## src/rtl/ghost_mode_scheduler.sv

```systemverilog
// Ghost behaviour scheduler: scatter/chase phase sequencing, frightened and eaten
// overrides, a move-tick prescaler and the reverse-direction request for the ghost AI.
module ghost_mode_scheduler #(
   parameter logic [15:0] TICK_DIV      = 16'd50000,
   parameter logic [7:0]  SCATTER_TICKS = 8'd28,
   parameter logic [7:0]  CHASE_TICKS   = 8'd80,
   parameter logic [7:0]  FRIGHT_TICKS  = 8'd24
) (
   input  logic       clock,
   input  logic       resetn,
   input  logic       enable,
   input  logic       pellet,
   input  logic       caught,
   input  logic       at_home,
   output logic [3:0] mode,
   output logic       rotate,
   output logic       update,
   output logic [2:0] phase
);

   typedef enum logic [3:0] {
      CHASE   = 4'b1000,
      SCATTER = 4'b0100,
      FRIGHT  = 4'b0010,
      EATEN   = 4'b0001
   } mode_t;

   mode_t       r_mode;
   mode_t       w_modeNext;
   mode_t       w_phaseMode;
   logic [2:0]  r_phase;
   logic [2:0]  w_phaseNext;
   logic [7:0]  r_phaseTimer;
   logic [7:0]  w_phaseTimerNext;
   logic [7:0]  r_frightTimer;
   logic [7:0]  w_frightTimerNext;
   logic [15:0] r_presc;
   logic        r_update;
   logic        r_rotate;
   logic        r_armed;
   logic        w_setRotate;
   logic        w_rotateNext;
   logic        w_tick;

   assign w_tick      = enable && (r_presc == TICK_DIV - 16'd1);
   assign w_phaseMode = r_phase[0] ? CHASE : SCATTER;

   // Mode transitions; caught outranks pellet, which outranks fright expiry.
   always_comb begin
      w_modeNext        = r_mode;
      w_phaseNext       = r_phase;
      w_phaseTimerNext  = r_phaseTimer;
      w_frightTimerNext = r_frightTimer;
      w_setRotate       = 1'b0;
      case (r_mode)
         SCATTER, CHASE: begin
            if (w_tick && r_phase != 3'd7) begin
               if (r_phaseTimer <= 8'd1) begin
                  w_phaseNext      = r_phase + 3'd1;
                  // The new phase has the opposite parity of the current one.
                  w_phaseTimerNext = r_phase[0] ? SCATTER_TICKS : CHASE_TICKS;
                  w_modeNext       = (r_mode == SCATTER) ? CHASE : SCATTER;
                  w_setRotate      = 1'b1;
               end else begin
                  w_phaseTimerNext = r_phaseTimer - 8'd1;
               end
            end
            if (pellet) begin
               w_modeNext        = FRIGHT;
               w_frightTimerNext = FRIGHT_TICKS;
               w_setRotate       = 1'b1;
            end
         end
         FRIGHT: begin
            if (caught) begin
               w_modeNext        = EATEN;
               w_frightTimerNext = 8'd0;
            end else if (pellet) begin
               w_frightTimerNext = FRIGHT_TICKS;
            end else if (w_tick) begin
               if (r_frightTimer <= 8'd1) begin
                  w_modeNext        = w_phaseMode;
                  w_frightTimerNext = 8'd0;
               end else begin
                  w_frightTimerNext = r_frightTimer - 8'd1;
               end
            end
         end
         EATEN: begin
            if (at_home) begin
               w_modeNext = w_phaseMode;
            end
         end
         default: w_modeNext = SCATTER;
      endcase
   end

   // A rotate raised alongside an update survives that pulse and drops with the next one.
   assign w_rotateNext = w_setRotate ? 1'b1 : ((r_update && r_armed) ? 1'b0 : r_rotate);

   always_ff @(posedge clock or negedge resetn) begin
      if (!resetn) begin
         r_mode        <= SCATTER;
         r_phase       <= 3'd0;
         r_phaseTimer  <= SCATTER_TICKS;
         r_frightTimer <= 8'd0;
         r_presc       <= 16'd0;
         r_update      <= 1'b0;
         r_rotate      <= 1'b0;
         r_armed       <= 1'b0;
      end else begin
         r_mode        <= w_modeNext;
         r_phase       <= w_phaseNext;
         r_phaseTimer  <= w_phaseTimerNext;
         r_frightTimer <= w_frightTimerNext;
         r_update      <= w_tick;
         r_rotate      <= w_rotateNext;
         if (w_tick) begin
            r_armed <= r_rotate;
            r_presc <= 16'd0;
         end else if (enable) begin
            r_presc <= r_presc + 16'd1;
         end
      end
   end

   assign mode   = r_mode;
   assign phase  = r_phase;
   assign update = r_update;
   assign rotate = r_rotate;

endmodule

```

## config.mk

```make
export PLATFORM = sky130hd
export DESIGN_NAME = ghost_mode_scheduler
export DESIGN_NICKNAME = d
export VERILOG_FILES = /design/src/rtl/ghost_mode_scheduler.sv
export SDC_FILE = /design/constraint.sdc
export NUM_CORES = 1
export LEC_CHECK = 0
export BUFFER_PORTS_ARGS = -buffer_cell sky130_fd_sc_hd__clkbuf_2
export CAP_MARGIN = 25
export CORE_MARGIN = 5
export CORE_UTILIZATION = 45
export CTS_CLUSTER_DIAMETER = 80
export DETAILED_ROUTE_END_ITERATION = 12
export GPL_ROUTABILITY_DRIVEN = 1
export PLACE_DENSITY = 0.6
export SLEW_MARGIN = 40
export SYNTH_ARGS = -nofsm -noshare
export SYNTH_HDL_FRONTEND = slang
export SYNTH_SLANG_ARGS = --single-unit
```

## constraint.sdc

```tcl
create_clock -name clock -period 2.3 [get_ports clock]
set_input_delay 0.46 -clock clock [delete_from_list [all_inputs] [get_ports clock]]
set_output_delay 0.46 -clock clock [all_outputs]
set_load 0.01 [all_outputs]
```

==> results of run 1 <==
[registers in the layout, summed over array words and instances (netlist names)]
register / count
mode: 4
phase: 3
r_armed: 1
r_frightTimer: 8
r_phaseTimer: 8
r_presc: 16
rotate: 1
update: 1
[worst max-delay path: stages (launching register included)]
cell and delay (ps):
dfstp_2 620, xnor2_1 120, or3_4 370, or3_4 360, or2_4 270, mux2_4 300
[kinds of logic (layout without fill, tap and decap cells)]
logic type      count (synthesis)  count (layout)  synth area share (%)
buf+inv                        22              47                  4.49
mux                             7               7                  3.55
xor+xnor                       14              14                  5.11
fa+ha+maj                       7               7                  3.65
flops                          42              42                  44.0
simple gates                  110             110                  26.4
compound gates                 48              48                  12.8
[power by group through the flow]
stage / sequential (mW) / clock (mW) / combinational [mW]
final: 0.998 / 0.501 / 0.802
after global routing: 1.02 / 0.545 / 0.901
after CTS: 0.994 / 0.516 / 0.803
after detailed placement: 1.01 / 0 / 0.797
after global placement: 1.01 / 0 / 0.784
after floorplan: 0.968 / 0 / 0.626
[metrics by stage]
step / std cells / worst slack [ps] / instance area [um^2] / hold slack, ps / util, %
after floorplan: 250 / 174 / 2400 / 164 / -
after global placement: 337 / 203 / 2600 / 468 / 50.6
after detailed placement: 337 / 171 / 2600 / 475 / 50.6
after CTS: 345 / 154 / 2700 / 156 / 52.5
after global routing: 345 / 68.2 / 2700 / 181 / 52.5
final: 345 / 148 / 2700 / 141 / 52.5
[how the worst min path moves through the flow]
stage | to | slack [ps] | depth (start not counted)
floorplan | mode[0] | 160 | 0
global placement | phase[0] | 470 | 1
detailed placement | phase[0] | 470 | 1
CTS | phase[0] | 160 | 1
global route | phase[2] | 180 | 1
finish | phase[0] | 140 | 1
[layout make-up]
type                            instances  area share [%]
Multi-Input combinational cell        186            45.7
Clock buffer                            6            3.06
Sequential cell                        42            39.1
Inverter                               12            1.67
Tap cell                               70            3.25
Clock inverter                          2           0.464
Timing Repair Buffer                   27            6.68
[per-layer routing]
| layer | track usage (%) | share of wire [%] |
|---|---|---|
| met5 | 0 | 0 |
| met4 | 5.05 | 1.2 |
| met3 | 3.27 | 3.4 |
| met1 | 19.6 | 50 |
| met2 | 22.9 | 46 |
[layout by cell type, fill, tap and decap left out, drive strengths merged, types with 4 or more instances in the layout]
| cell | count |
|---|---|
| nor2 | 23 |
| buf | 13 |
| or3 | 6 |
| nor3 | 13 |
| nand2 | 23 |
| nand4 | 7 |
| xnor2 | 11 |
| mux2 | 6 |
| nand3 | 8 |
| a21oi | 9 |
| o21ai | 20 |
| clkbuf | 20 |
| a32o | 4 |
| inv | 12 |
| ha | 7 |
| dfrtp | 38 |
| nand2b | 4 |
| dfstp | 4 |
==> reports/results.txt, run 1 <==
Data required, critical path - 2480 ps
CP Launch Type - register
Worst slew margin - 58.3%
HPWL Detailed - 3500 um
multi-input logic area - 1230 um^2
Syn Nets - 263
CTS max path bufs - 2
Synth top area share - 39.7%
Top FF cell, synth - dfrtp_1
die height - 83.0 um
Avg Inst Size Synth - 9.59 um^2
drt via density - 5.48
Sw Ratio - 35.8%
Reg2Reg Capture Point - phase[1]
total wire length - 4750 um
All-Layer GR Usage - 14.5%
routed len/inst - 13.8 um
post-route setup TNS - 0 ps
Vias - 1890
Crit Path Class - register to register
grt total ovfl - 0
final setup vio count - 0
Reg clk slew, reported paths - 90 ps
Gate power share - 34.9%
Clk Latency, worst-skew pair - 290 ps
Total Power - 2.30 mW
unrepaired setup endpoints after global routing - false
num ports - 15
ys async rst share - 100%
Clock Sinks - 42
DR DRC count - 0
Crit. Startpoint - mode[2]
Yosys reg bits - 42
Hold Crit Class - input pin to asynchronous set/reset pin
core area - 5140 um^2
dominant cells by area after synthesis - dfrtp_1, dfstp_2, xnor2_1
number of placement rows - 26
post-route ant nets - 0
Fin Clk Skew - 6.87 ps
Tightest Pin Transition - 620 ps
flop2flop setup slack - 150 ps
CP arrival - 2330 ps
synthesized area - 2400 um^2
Sequential Area - 1060 um^2
worst-path maximum fanout - 9
Fin. Hold Viols - 0
reg2reg start - mode[2]
CP Capture Type - register
count leader, synth - dfrtp_1
Commonest cells post-synth - dfrtp_1, nand2_1, nor2_1, o21ai_0
maxcap violations - 0
Yosys cell types - 52
CTS tree - yes
Pre-Repair DR Iteration Count - 4
Pint - 1.48 mW
Post-Syn Instances - 250
layout cell share with drive strength beyond 1 - 21.8%
DIE AREA - 6890 um^2
register share of total power - 43.4%
EDFF count, synth - 0
area delta synth->final - 12.5%
Clk pwr share - 21.8%
H-tree Lvls - 2
static leakage - 1.23 nW
Peak VDD IR - 0.521 mV
Sw Pwr - 0.823 mW
post-CTS sizing - 0
initial core utilization - 46.6%
drt initial violations - 65
fin crit period - 2150 ps
Synth area leader - dfrtp_1
first-pass GRT wire length - 8310 um
reg2reg path depth - 5
pwr/cell area - 853 nW/um^2
Root Buffer - clkbuf_8
fmax - 465 MHz
routability cong. - 0.870
Final Max Tran Viols - 0
fillers - 508
vias in the first global route - 1809
Critical Path End - phase[1]
Synthesis Warnings - 0
ANT cells - 0
Post-CTS Setup Bufs - 0
largest net degree at the start of global routing - 24
Die X - 83.0 um
Final period util - 93.6%
port bufs - 14
nets@finish - 287
# hold bufs at CTS - 0
post-synthesis sequential area ratio - 44.1%
Num CTS Buffers - 5
run status - finished clean
initial antenna violation count - 0
Note: power is estimated with default switching activity, not from simulation.
==> inputs of run 2 (changes only) <==
--- a/config.mk
+++ b/config.mk
@@ -13,6 +13,7 @@
 export DETAILED_ROUTE_END_ITERATION = 12
 export GPL_ROUTABILITY_DRIVEN = 1
 export PLACE_DENSITY = 0.6
+export SETUP_SLACK_MARGIN = 0.5
 export SLEW_MARGIN = 40
 export SYNTH_ARGS = -nofsm -noshare
 export SYNTH_HDL_FRONTEND = slang
==> run 2 against run 1 <==
  * Clock power down 4.6%
  * Flip-flop and latch count unchanged
  * Non-clock buffer count increased by 34
  * Fmax grew 6.3%
  * Routed wire length rose by 17%
  * Die area is the same
  * Register-to-register slack better by 130 ps
  * Count of clock-buffer cells in the layout unchanged
  * Total power up 17%
  * Critical path depth stayed put
  * Largest cell class unchanged
  * Via count grew 9.6%
  * Final area rose by 14%
==> reports/results.txt, run 2 (synthesis gave the netlist of run 1 again) <==
worst-path maximum fanout - 3
Crit Path Class - register to register
CP Launch Type - register
most common cell after layout, fill and taps aside - buf_4
Tightest Pin Transition - 579 ps
Root Buffer - clkbuf_8
CP Capture Type - register
maxcap violations - 0
grt total ovfl - 0
Num CTS Buffers - 5
ANT cells - 0
num ports - 15
commonest cells after routing, fill and taps aside - buf_4, dfrtp_1, nor2_1
H-tree Lvls - 2
Largest Register - r_presc
DIE AREA - 6890 um^2
unrepaired setup endpoints after global routing - true
Crit. Startpoint - mode[2]
Finished Cell Area - 3080 um^2
layout cell share with drive strength beyond 1 - 37.9%
run status - finished clean
routed len/inst - 14.7 um
fmax - 494 MHz
Die X - 83.0 um
Reg clk slew, reported paths - 90 ps
Largest regs - r_presc (16), r_frightTimer (8), r_phaseTimer (8)
Setup WS pre-CTS - 179 ps
initial antenna violation count - 0
Peak VDD IR - 0.624 mV
Clk Latency, worst-skew pair - 300 ps
area delta synth->final - 28.4%
Final period util - 88.0%
max reg flops - 16
DR DRC count - 0
die height - 83.0 um
initial core utilization - 46.6%
nets@finish - 321
Fin. Hold Viols - 0
fin crit period - 2020 ps
port bufs - 14
Fin Clk Skew - 13.8 ps
HPWL Detailed - 3360 um
post-route setup TNS - 0 ps
pwr/cell area - 873 nW/um^2
drt initial violations - 68
Hold Crit Class - input pin to asynchronous set/reset pin
Vias - 2072
static leakage - 1.42 nW
final setup margin - 276 ps
Final Max Tran Viols - 0
final setup vio count - 0
Data required, critical path - 2500 ps
CTS max path bufs - 2
Clock Sinks - 42
core area - 5140 um^2
CTS tree - yes
post-route ant nets - 0
Worst slew margin - 61.0%
first-pass GRT wire length - 9000 um
# hold bufs at CTS - 0
drt via density - 5.47
Pre-Repair DR Iteration Count - 4
number of placement rows - 26
largest net degree at the start of global routing - 43
total wire length - 5560 um
CP arrival - 2220 ps
routability cong. - 0.825
reg2reg start - mode[2]
vias in the first global route - 1949
All-Layer GR Usage - 15.7%
placed cell area - 2590 um^2
-- run 2: layout make-up --
| class | instances | area, um^2 |
|---|---|---|
| clock inverters | 2 | 10.0 |
| multi-input cells | 186 | 1350 |
| flip-flops and latches | 42 | 1060 |
| repair buffers | 61 | 454 |
| fillers | 486 | 2060 |
| well taps | 70 | 87.6 |
| clock buffers | 6 | 72.6 |
| inverters | 12 | 45.0 |
-- run 2: critical path, stage by stage (launching register included) --
cell     delay, ps
dfstp_2        570
xnor2_2         90
or3_4          340
or3_4          380
or2_4          260
mux2_4         300
-- run 2: where the power goes --
group          internal [mW]  switching, mW  leakage, nW
Sequential             0.866          0.129        0.533
Combinational          0.650          0.563        0.843
Clock                  0.211          0.268       0.0450
-- run 2: layer usage --
| metal | vias up | wire, um | global-route usage, % |
|---|---|---|---|
| met2 | 41 | 2780 | 25.7 |
| li1 | 1009 | - | - |
| met3 | 8 | 202 | 3.17 |
| met4 | 0 | 72 | 5.20 |
| met5 | - | 0 | 0 |
| met1 | 1014 | 2510 | 20.7 |
-- run 2: timing repair --
action                     CTS  global route
setup buffers               17            19
setup endpoints to repair   22            22
pin swaps                    8            10
gates cloned                 0             0
resized for setup           15            22
-- run 2: final timing paths --
kind                                    to  slack, ps  cells after the start
setup / recovery                  phase[1]        280                      5
hold / removal                     mode[3]        210                      2
setup reg to reg                  phase[1]        280                      5
hold reg to reg            r_phaseTimer[3]        490                      2
max in group asynchronous       r_presc[7]       1660                      2
min in group clock              r_presc[1]        450                      2
-- run 2: stage by stage --
stage	hold slack, ps	total power, mW	cells	util, %
3_3_place_gp	468	1.79	335	50.4
6_report	214	2.69	379	59.9
4_1_cts	250	2.46	360	55.7
3_5_place_dp	482	1.81	335	50.4
2_1_floorplan	164	1.64	250	-
5_1_grt	281	2.86	379	59.9
==> inputs of run 3 (changes only) <==
--- a/config.mk
+++ b/config.mk
@@ -5,14 +5,14 @@
 export SDC_FILE = /design/constraint.sdc
 export NUM_CORES = 1
 export LEC_CHECK = 0
-export BUFFER_PORTS_ARGS = -buffer_cell sky130_fd_sc_hd__clkbuf_2
 export CAP_MARGIN = 25
 export CORE_MARGIN = 5
 export CORE_UTILIZATION = 45
 export CTS_CLUSTER_DIAMETER = 80
 export DETAILED_ROUTE_END_ITERATION = 12
+export DONT_BUFFER_PORTS = 1
 export GPL_ROUTABILITY_DRIVEN = 1
-export PLACE_DENSITY = 0.6
+export PLACE_DENSITY = 0.58
 export SETUP_SLACK_MARGIN = 0.5
 export SLEW_MARGIN = 40
 export SYNTH_ARGS = -nofsm -noshare
==> run 3 against run 2 <==
  * Fmax increased by 0.53%
  * Clock power grew 3%
  * Core utilization is 0.41 points higher
  * Count of clock-buffer cells in the layout increased by 1
  * Total power shrank 1.4%
  * Non-clock buffer count shrank 16
  * Final area rose by 0.69%
  * Routed wire length increased by 1.9%
  * Via count fell by 3.1%
  * Worst setup slack gained 11 ps
  * Worst hold slack got worse by 210 ps
  * Critical endpoint unchanged
  * Largest cell class unchanged
  * Largest power group unchanged
==> reports/results.txt, run 3 (synthesis gave the netlist of run 1 again) <==
run status - finished clean
hold_ws - 6.12 ps
Reg2Reg Capture Point - phase[1]
DR DRC count - 0
fin crit period - 2010 ps
total wire length - 5660 um
post-route setup TNS - 0 ps
Data required, critical path - 2470 ps
Largest Register - r_presc
CP Capture Type - register
Die X - 83.0 um
nets@finish - 305
placed cell area - 2550 um^2
Cells after DPL - 325
H-tree Lvls - 2
die height - 83.0 um
initial core utilization - 46.6%
area delta synth->final - 29.3%
drt initial violations - 75
Finished Cell Area - 3100 um^2
DIE AREA - 6890 um^2
fmax - 497 MHz
final setup vio count - 0
number of placement rows - 26
grt total ovfl - 0
reg2reg start - mode[3]
routed len/inst - 15.6 um
routability cong. - 0.800
CP Launch Type - register
Reg clk slew, reported paths - 80 ps
Clock Sinks - 42
Root Buffer - clkbuf_8
Fin. Hold Viols - 0
HPWL Detailed - 3490 um
Final period util - 87.6%
worst-path maximum fanout - 5
Largest regs - r_presc (16), r_frightTimer (8), r_phaseTimer (8)
commonest cells after routing, fill and taps aside - buf_4, dfrtp_1, nor2_1
Worst slew margin - 54.1%
max reg flops - 16
core area - 5140 um^2
pwr/cell area - 855 nW/um^2
num ports - 15
largest net degree at the start of global routing - 39
Crit Path Class - register to register
Hold Crit Class - input pin to asynchronous set/reset pin
vias in the first global route - 1971
Clk Latency, worst-skew pair - 280 ps
layout cell share with drive strength beyond 1 - 37.9%
All-Layer GR Usage - 16.6%
Fin Clk Skew - 2.62 ps
Pre-Repair DR Iteration Count - 4
first-pass GRT wire length - 9520 um
Final Non-Filler Cells - 363
post-route ant nets - 0
Final Max Tran Viols - 0
static leakage - 1.39 nW
ANT cells - 0
unrepaired setup endpoints after global routing - true
Vias - 2008
port bufs - 0
most common cell after layout, fill and taps aside - buf_4
CP arrival - 2180 ps
CTS max path bufs - 2
Num CTS Buffers - 5
Tightest Pin Transition - 683 ps
maxcap violations - 0
drt via density - 5.53
CTS tree - yes
initial antenna violation count - 0
reg2reg path depth - 5
Peak VDD IR - 0.624 mV
flop2flop setup slack - 290 ps
run 3: cell count changes in the layout (fill, tap and decap cells not counted), moves of 2 or more:
cell,delta
a21oi_1,-3
clkbuf_2,-14
inv_1,-2
buf_6,+3
o21ai_2,+3
o21ai_0,-3
buf_4,-7
inv_2,+2
dlygate4sd3_1,+2
ha_1,-2
nor3_1,-2
a21oi_2,+3
run 3: per-layer routing:
metal	track usage (%)	up-vias	routed length (um)	share of wire [%]
met4	4.01	0	77	1.4
li1	-	985	-	-
met1	21.3	985	2640	47
met3	3.76	10	174	3.1
met2	28.4	28	2770	49
met5	0	-	0	0
run 3: power breakdown:
group	internal, mW	total, mW	switching, mW
Combinational	0.606	1.18	0.571
Clock	0.243	0.492	0.249
Sequential	0.865	0.981	0.116
Total	1.71	2.65	0.937
run 3: worst max-delay path by stage:
stage	from	to	slack (ps)
after floorplan	mode[2]	phase[1]	200
after global placement	r_phaseTimer[4]	mode[3]	210
after detailed placement	r_phaseTimer[4]	mode[3]	170
after CTS	r_phaseTimer[4]	phase[1]	270
after global routing	r_phaseTimer[4]	mode[3]	250
final	mode[3]	phase[1]	290
run 3: through the flow:
step                      worst slack [ps]  util (%)  total power [mW]
after floorplan                        203         -              1.64
after global placement                 209      49.6              1.79
after detailed placement               166      49.6              1.80
after CTS                              273      56.3              2.51
after global routing                   249      60.3              2.84
final                                  286      60.3              2.65
run 3: final cells by class:
type                       instances  area (um^2)
clock inverter                     1         5.00
sequential                        42         1060
timing repair buffer              45          385
clock buffer                       7         86.3
multi-input combinational        186         1430
tap                               70         87.6
fill                             454         2040
inverter                          12         45.0
run 3: timing repair:
item	in CTS	in global routing
setup buffers	17	9
pin swaps	5	16
hold buffers	2	1
setup endpoints to repair	22	24
hold endpoints to repair	38	1
gates resized for setup	23	37
gates cloned	1	0
run 3: critical path, stage by stage, from the launching register on:
cell and delay (ps):
dfrtp_2 470, xnor2_2 180, or3_4 340, or3_4 340, or2_4 270, mux2_4 300
